**src/rtl/dm_stage_param.sv**
```systemverilog
// Parametrised data-memory pipeline stage: single-port array with self-clearing init,
// 1-cycle read/pass-through, and sticky illegal-access detection.
module dm_stage_param #(
    parameter int DATA_W = 8,
    parameter int ADDR_W = 8,
    parameter int DEPTH  = 256
) (
    input  logic              clk,
    input  logic              reset,
    input  logic [DATA_W-1:0] ans_ex,
    input  logic [DATA_W-1:0] DM_data,
    input  logic              mem_en_ex,
    input  logic              mem_rw_ex,
    input  logic              mem_mux_sel_dm,
    input  logic              err_clr,
    output logic [DATA_W-1:0] ans_dm,
    output logic              dm_ready,
    output logic              dm_err
);

    // Index width only needs to cover DEPTH words; never wider than the address field.
    localparam int IDX_W = ($clog2(DEPTH) < ADDR_W) ? $clog2(DEPTH) : ADDR_W;
    localparam logic [DATA_W:0] DEPTH_L = (DATA_W+1)'(DEPTH);
    localparam logic [IDX_W-1:0] LAST_IDX = IDX_W'(DEPTH - 1);

    typedef enum logic {INIT, RUN} state_t;

    state_t              state_q, state_d;
    logic [IDX_W-1:0]    ptr_q, ptr_d;
    logic [DATA_W-1:0]   rd_q, rd_d;
    logic [DATA_W-1:0]   ans_q, ans_d;
    logic                dm_ready_q, dm_ready_d;
    logic                dm_err_q, dm_err_d;

    logic [DATA_W-1:0]   mem_q [DEPTH];
    logic                mem_we;
    logic [IDX_W-1:0]    mem_wa;
    logic [DATA_W-1:0]   mem_wd;

    logic                in_range;
    logic                legal;
    logic                illegal;
    logic [IDX_W-1:0]    idx;

    // Range check uses the full execute value, so high bits beyond the index count.
    assign in_range = ({1'b0, ans_ex} < DEPTH_L);
    assign idx      = ans_ex[IDX_W-1:0];
    assign legal    = mem_en_ex && (state_q == RUN) && in_range;
    assign illegal  = mem_en_ex && !legal;

    always_comb begin
        state_d    = state_q;
        ptr_d      = ptr_q;
        rd_d       = rd_q;
        ans_d      = ans_ex;
        dm_ready_d = dm_ready_q;
        dm_err_d   = dm_err_q;
        mem_we     = 1'b0;
        mem_wa     = idx;
        mem_wd     = DM_data;

        if (state_q == INIT) begin
            mem_we = 1'b1;
            mem_wa = ptr_q;
            mem_wd = '0;
            ptr_d  = ptr_q + IDX_W'(1);
            if (ptr_q == LAST_IDX) begin
                state_d    = RUN;
                dm_ready_d = 1'b1;
            end
        end

        if (legal) begin
            if (mem_rw_ex) begin
                mem_we = 1'b1;
            end else begin
                rd_d = mem_q[idx];
            end
        end else if (illegal && !mem_rw_ex) begin
            rd_d = '0;
        end

        // A new illegal access outranks a simultaneous clear.
        if (illegal) begin
            dm_err_d = 1'b1;
        end else if (err_clr) begin
            dm_err_d = 1'b0;
        end
    end

    always_ff @(posedge clk or negedge reset) begin
        if (!reset) begin
            state_q    <= INIT;
            ptr_q      <= '0;
            rd_q       <= '0;
            ans_q      <= '0;
            dm_ready_q <= 1'b0;
            dm_err_q   <= 1'b0;
        end else begin
            state_q    <= state_d;
            ptr_q      <= ptr_d;
            rd_q       <= rd_d;
            ans_q      <= ans_d;
            dm_ready_q <= dm_ready_d;
            dm_err_q   <= dm_err_d;
        end
    end

    // Array has no reset; the INIT pass clears it after every reset release.
    always_ff @(posedge clk) begin
        if (mem_we) begin
            mem_q[mem_wa] <= mem_wd;
        end
    end

    assign ans_dm   = mem_mux_sel_dm ? rd_q : ans_q;
    assign dm_ready = dm_ready_q;
    assign dm_err   = dm_err_q;

endmodule

```
**config.mk**
```make
export PLATFORM = sky130hd
export DESIGN_NAME = dm_stage_param
export DESIGN_NICKNAME = d
export VERILOG_FILES = /design/src/rtl/dm_stage_param.sv
export SDC_FILE = /design/constraint.sdc
export NUM_CORES = 2
export LEC_CHECK = 0
export ABC_CLOCK_PERIOD_IN_PS = 14720
export BUFFER_PORTS_ARGS = -buffer_cell sky130_fd_sc_hd__buf_2
export CORE_UTILIZATION = 50
export CTS_BUF_LIST = sky130_fd_sc_hd__clkbuf_4 sky130_fd_sc_hd__clkbuf_8 sky130_fd_sc_hd__clkbuf_16
export DETAILED_ROUTE_END_ITERATION = 16
export PLACE_DENSITY = 0.64
export SLEW_MARGIN = 10
export SYNTH_ARGS = -nofsm -noshare
export SYNTH_HDL_FRONTEND = slang
export SYNTH_SLANG_ARGS = --single-unit
export TNS_END_PERCENT = 1
```
**constraint.sdc**
```tcl
create_clock -name clk -period 14.72 [get_ports clk]
set_input_delay 1.472 -clock clk [delete_from_list [all_inputs] [get_ports clk]]
set_output_delay 1.472 -clock clk [all_outputs]
set_load 0.03 [all_outputs]
```
======== After elaboration in Yosys (flattened, before gate mapping) ========
Memory sizes are Yosys's and may differ from the RTL's.
Index checks and enable logic that the tools add are counted.
cells by class
  $add $sub $neg .......................... 1
  bitwise gates (word level) .............. 1
  reduce and logical (&&, ||, !) cells .... 9
  muxes and demuxes ....................... 15
  eq/ne operators ......................... 2
operators with widths
  cell                                                            number
  8-bit two-way mux                                               6
  1-bit two-way mux                                               9
  8-bit by 1-bit adder with 8-bit output (second input constant)  1
  8-bit == test (second input constant)                           1
  2-bit AND reduction                                             2
  2-bit nonzero test                                              2
  1-bit logical AND                                               3
  1-bit logical NOT                                               2
  2-bit inequality test (second input constant)                   1
  1-bit inverter                                                  1
storage, ports and cells
  memories kept ........................... 1
  output and inout port bits .............. 10
  flip-flop bits (word level) ............. 27
  bits of input ports ..................... 22
  memory bits (writable) .................. 2048
memory list
  name   depth  bits a word  rd ports  clocked after memory_dff  wr ports  line  RTL
  mem_q  256    8            1         0                         1         35    logic [DATA_W-1:0] mem_q [DEPTH];

======== Longest topological paths before layout ========
  depth in word-level cells ............... 6
  mapped depth ............................ 13
  depth with buffers taken out ............ 7

======== Worst setup path after synthesis ========
Ideal clock, no wire load.
  path kind ............................... in2reg
  from .................................... input DM_data[0]
  to ...................................... memory mem_q[0][0] (data pin)
  arrival time ............................ 4.699 ns
  stages on the path ...................... 1
  setup slack ............................. 9.154 ns
  path buffers ............................ 0
  cells stage by stage .................... and2_1
between the ends
  longest elaborated chain between the ends .. 1
ends and longest elaborated chain
  element            line  RTL
  start, declared    11    input logic [DATA_W-1:0] DM_data,
  8-bit two-way mux  62    if (state_q == INIT) begin
  end, declared      35
Every way passes these cells.

======== Worst setup path after layout ========
  from .................................... input ans_ex[1]
  to ...................................... register rd_q[7]
between the ends
  longest elaborated chain between the ends .. 3
ends and longest elaborated chain
  element               line  RTL
  start, declared       10    input logic [DATA_W-1:0] ans_ex,
  memory 256 x 8 bit    --
  8-bit two-way mux     74    if (mem_rw_ex) begin
  8-bit two-way mux     73    if (legal) begin
  end signal, assigned  102   rd_q <= rd_d;
  end, declared         30    logic [DATA_W-1:0] rd_q, rd_d;
Every way passes these cells. The select of a mux whose other input is x is not followed.
A chain may end at the register's enable or synchronous reset.

==> flow_metrics.py <==
metrics = {
    "worst_setup_path": {
        "cp.arrival_ps": 6970,
        "crit_fanout": 102,
        "critPathCaptureType": "flip-flop",
        "worstPathRequired_ps": 15470,
        "critPathLaunchType": "primary input",
        "crit_type": "primary input to flip-flop",
    },
    "clock_network": {
        "cts_tree": "built",
        "postCtsSetupBuffers": 0,
        "insertion_delay_ps": 860,
        "clkSinkCount": 2075,
        "root_buffer": "clkbuf_16",
        "clk_path_buf_depth": 3,
        "numCtsBuffers": 200,
        "cts_hold_buf": 0,
        "cts_resized": 0,
        "path_clk_slew_ps": 60,
        "cts_max_level": 4,
    },
    "drt": {
        "via_per_inst": 6.43,
        "ant_nets": 0,
        "wl_per_cell_um": 33.0,
        "vias": 41900,
        "wl_mm": 215,
        "drc_errors": 0,
        "drtIter0Drc": 5479,
        "drtPass1Iterations": 6,
    },
    "synthesis": {
        "synthesis.area_um2": 82000,
        "synth_top_area_share_pct": 75.0,
        "synth_area_per_cell_um2": 20.0,
        "ys.flop_type": "edfxtp_1",
        "synth-edff-count": 2048,
        "synth_seq_cells": 2075,
        "yosys-top-cells-area": "edfxtp_1 (75%), mux4_2 (10%), mux2i_1 (3.4%)",
        "synth.largest_area_cell": "edfxtp_1",
        "async_flop_share_pct": 1.30,
        "syn_inst": 4106,
        "syn-num-nets": 4129,
        "synth.yosys.seq_area_share_pct": 75.8,
        "yosys_warnings": 0,
        "synthDistinctLibCells": 84,
    },
    "cells_and_area": {
        "nNetsFinal": 4208,
        "layout_commonest_cell": "edfxtp_1",
        "final_area_um2": 90500,
        "final_core_util_pct": 55.6,
        "drive_above_1_share_pct": 20.0,
        "final_cell_mix": "edfxtp_1 (2,048), mux4_2 (369), nor2_1 (327)",
        "area_delta_synth_final_pct": 10.4,
    },
    "sta": {
        "fin_tns_setup_ps": 0,
        "clock_skew_ps": 57.2,
        "fmax_ghz": 0.161,
        "period_share_pct": 42.3,
        "max_slew_margin_pct": 13.3,
        "holdWs_ps": 495,
        "fin_crit_ps": 6220,
        "fin_ws_ps": 8500,
        "finalSetupViolations": 0,
        "hold_viol": 0,
        "rsz0062_at_grt": "no",
        "maxSlewViolCount": 0,
        "worst_pin_slew_ps": 1300,
    },
    "placed_design": {
        "detailedPlace.worstSlack_ps": 7650,
        "placed_area_um2": 83900,
        "place.port_buffers": 31,
        "dp_hpwl_mm": 132,
        "place_congestion": 0.938,
    },
    "pwr": {
        "p_leak_nw": 23.7,
        "clkPwrFrac_pct": 43.1,
        "p_seq_share_pct": 54.1,
        "p_per_area_nw_per_um2": 131,
        "p_switching_mw": 2.45,
        "swShare_pct": 20.7,
        "combinationalPowerShare_pct": 2.8,
        "internal_power_mw": 9.37,
        "irDropWorstVdd_mv": 0.106,
    },
    "global_routing": {
        "grt_pass1_vias": 41200,
        "grt.overflow.total": 0,
        "antenna_found_initial": 12,
        "grt_usage_pct": 26.2,
        "grt_pass1_wl_mm": 306,
        "grt_max_degree": 109,
    },
    "job": {
        "cap_violations": 0,
    },
    "floorplanning": {
        "die_area_um2": 166000,
        "core.rowCount": 148,
        "die_h_um": 407,
        "initial_core_util_pct": 50.4,
        "fp.dieW_um": 407,
        "core_region_area_um2": 163000,
        "num_io_pins": 32,
    },
    "outcome": {
        "status": "finished clean",
    },
    "min_path": {
        "worstHoldPathType": "flip-flop to flip-flop",
    },
}
==> area by class of cell <==
type                            count  area [um2]
Antenna cell                        5        12.5
Clock buffer                      249        5430
Clock inverter                    114        1110
Fill cell                       12100       72300
Inverter                           11        43.8
Multi-Input combinational cell   1775       18100
Sequential cell                  2075       62200
Tap cell                         2175        2720
Timing Repair Buffer              122         903
==> metal layers <==
| layer | wire, um | vias to the layer above | track usage, % |
|---|---|---|---|
| li1 | - | 17100 | - |
| met4 | 6330 | 4 | 8.17 |
| met2 | 99600 | 2254 | 39.7 |
| met3 | 22300 | 365 | 5.93 |
| met1 | 87100 | 22200 | 38.0 |
| met5 | 22 | - | 0 |
==> path summary, 6_finish.rpt <==
check / slack (ps) / start / endpoint / cells past startpoint
max reg2reg: 10090 / state_q / mem_q[13][3] / 5
max in group asynchronous: 13380 / reset / ptr_q[4] / 1
min in group asynchronous: 730 / reset / dm_err / 1
min reg2reg: 500 / dm_err / dm_err / 1
max: 8500 / ans_ex[1] / rd_q[7] / 11
min: 500 / dm_err / dm_err / 1
==> through the flow <==
| step | cells | power (mW) |
|---|---|---|
| after floorplan | 4106 | 6.75 |
| after global placement | 6158 | 6.84 |
| after detailed placement | 6158 | 6.84 |
| after CTS | 6521 | 11.9 |
| after global routing | 6521 | 12.1 |
| final | 6526 | 11.8 |
==> power groups by stage <==
| stage | logic (mW) | registers, mW | clock network, mW |
|---|---|---|---|
| global placement | 0.324 | 6.52 | 0 |
| CTS | 0.325 | 6.39 | 5.14 |
| finish | 0.328 | 6.39 | 5.10 |
| floorplan | 0.229 | 6.52 | 0 |
| global route | 0.339 | 6.39 | 5.36 |
| detailed placement | 0.324 | 6.52 | 0 |
==> sequential cells by signal, indices dropped and copies added, names as in the netlist <==
name and count:
ans_q 8, dm_err 1, dm_ready 1, mem_q 2048, ptr_q 8, rd_q 8
state_q 1
==> cells by family (layout without fill, tap and decap cells) <==
kind of cell    Yosys count  count (layout)  share of synthesized area (%)
other cells               0               5                              0
flops                  2075            2075                           75.8
compound gates          406             406                           3.56
mux                     699             699                           14.8
buf+inv                 256             496                           2.13
xor+xnor                  7               7                         0.0748
simple gates            662             662                           3.62
fa+ha+maj                 1               1                         0.0153
==> cell usage after synthesis (11+ instances only) <==
cell	n
mux2i_1	277
o32ai_1	11
nor3_1	43
dfrtp_1	27
a22oi_1	19
nor2_1	327
a211oi_1	23
nand3_1	40
o22ai_1	80
a221oi_1	34
edfxtp_1	2048
clkbuf_1	86
and2_1	21
nor2b_1	14
buf_8	15
mux2_2	25
nor4_1	29
o21ai_0	54
and3_1	13
buf_6	29
buf_4	16
buf_12	16
nand2_1	122
mux4_2	369
buf_1	22
o221ai_1	35
buf_2	60
a21oi_1	48
a22o_1	25
mux4_1	28
==> critical path, stage by stage <==
cell      delay (ps)
buf_8            360
buf_4            580
buf_4            650
buf_4            740
buf_12           580
mux4_2           440
mux2i_1          150
a211oi_1         160
nor4_1           960
nor3_1           350
a22o_1           300
No activity file was read; power rests on OpenSTA's default activity.
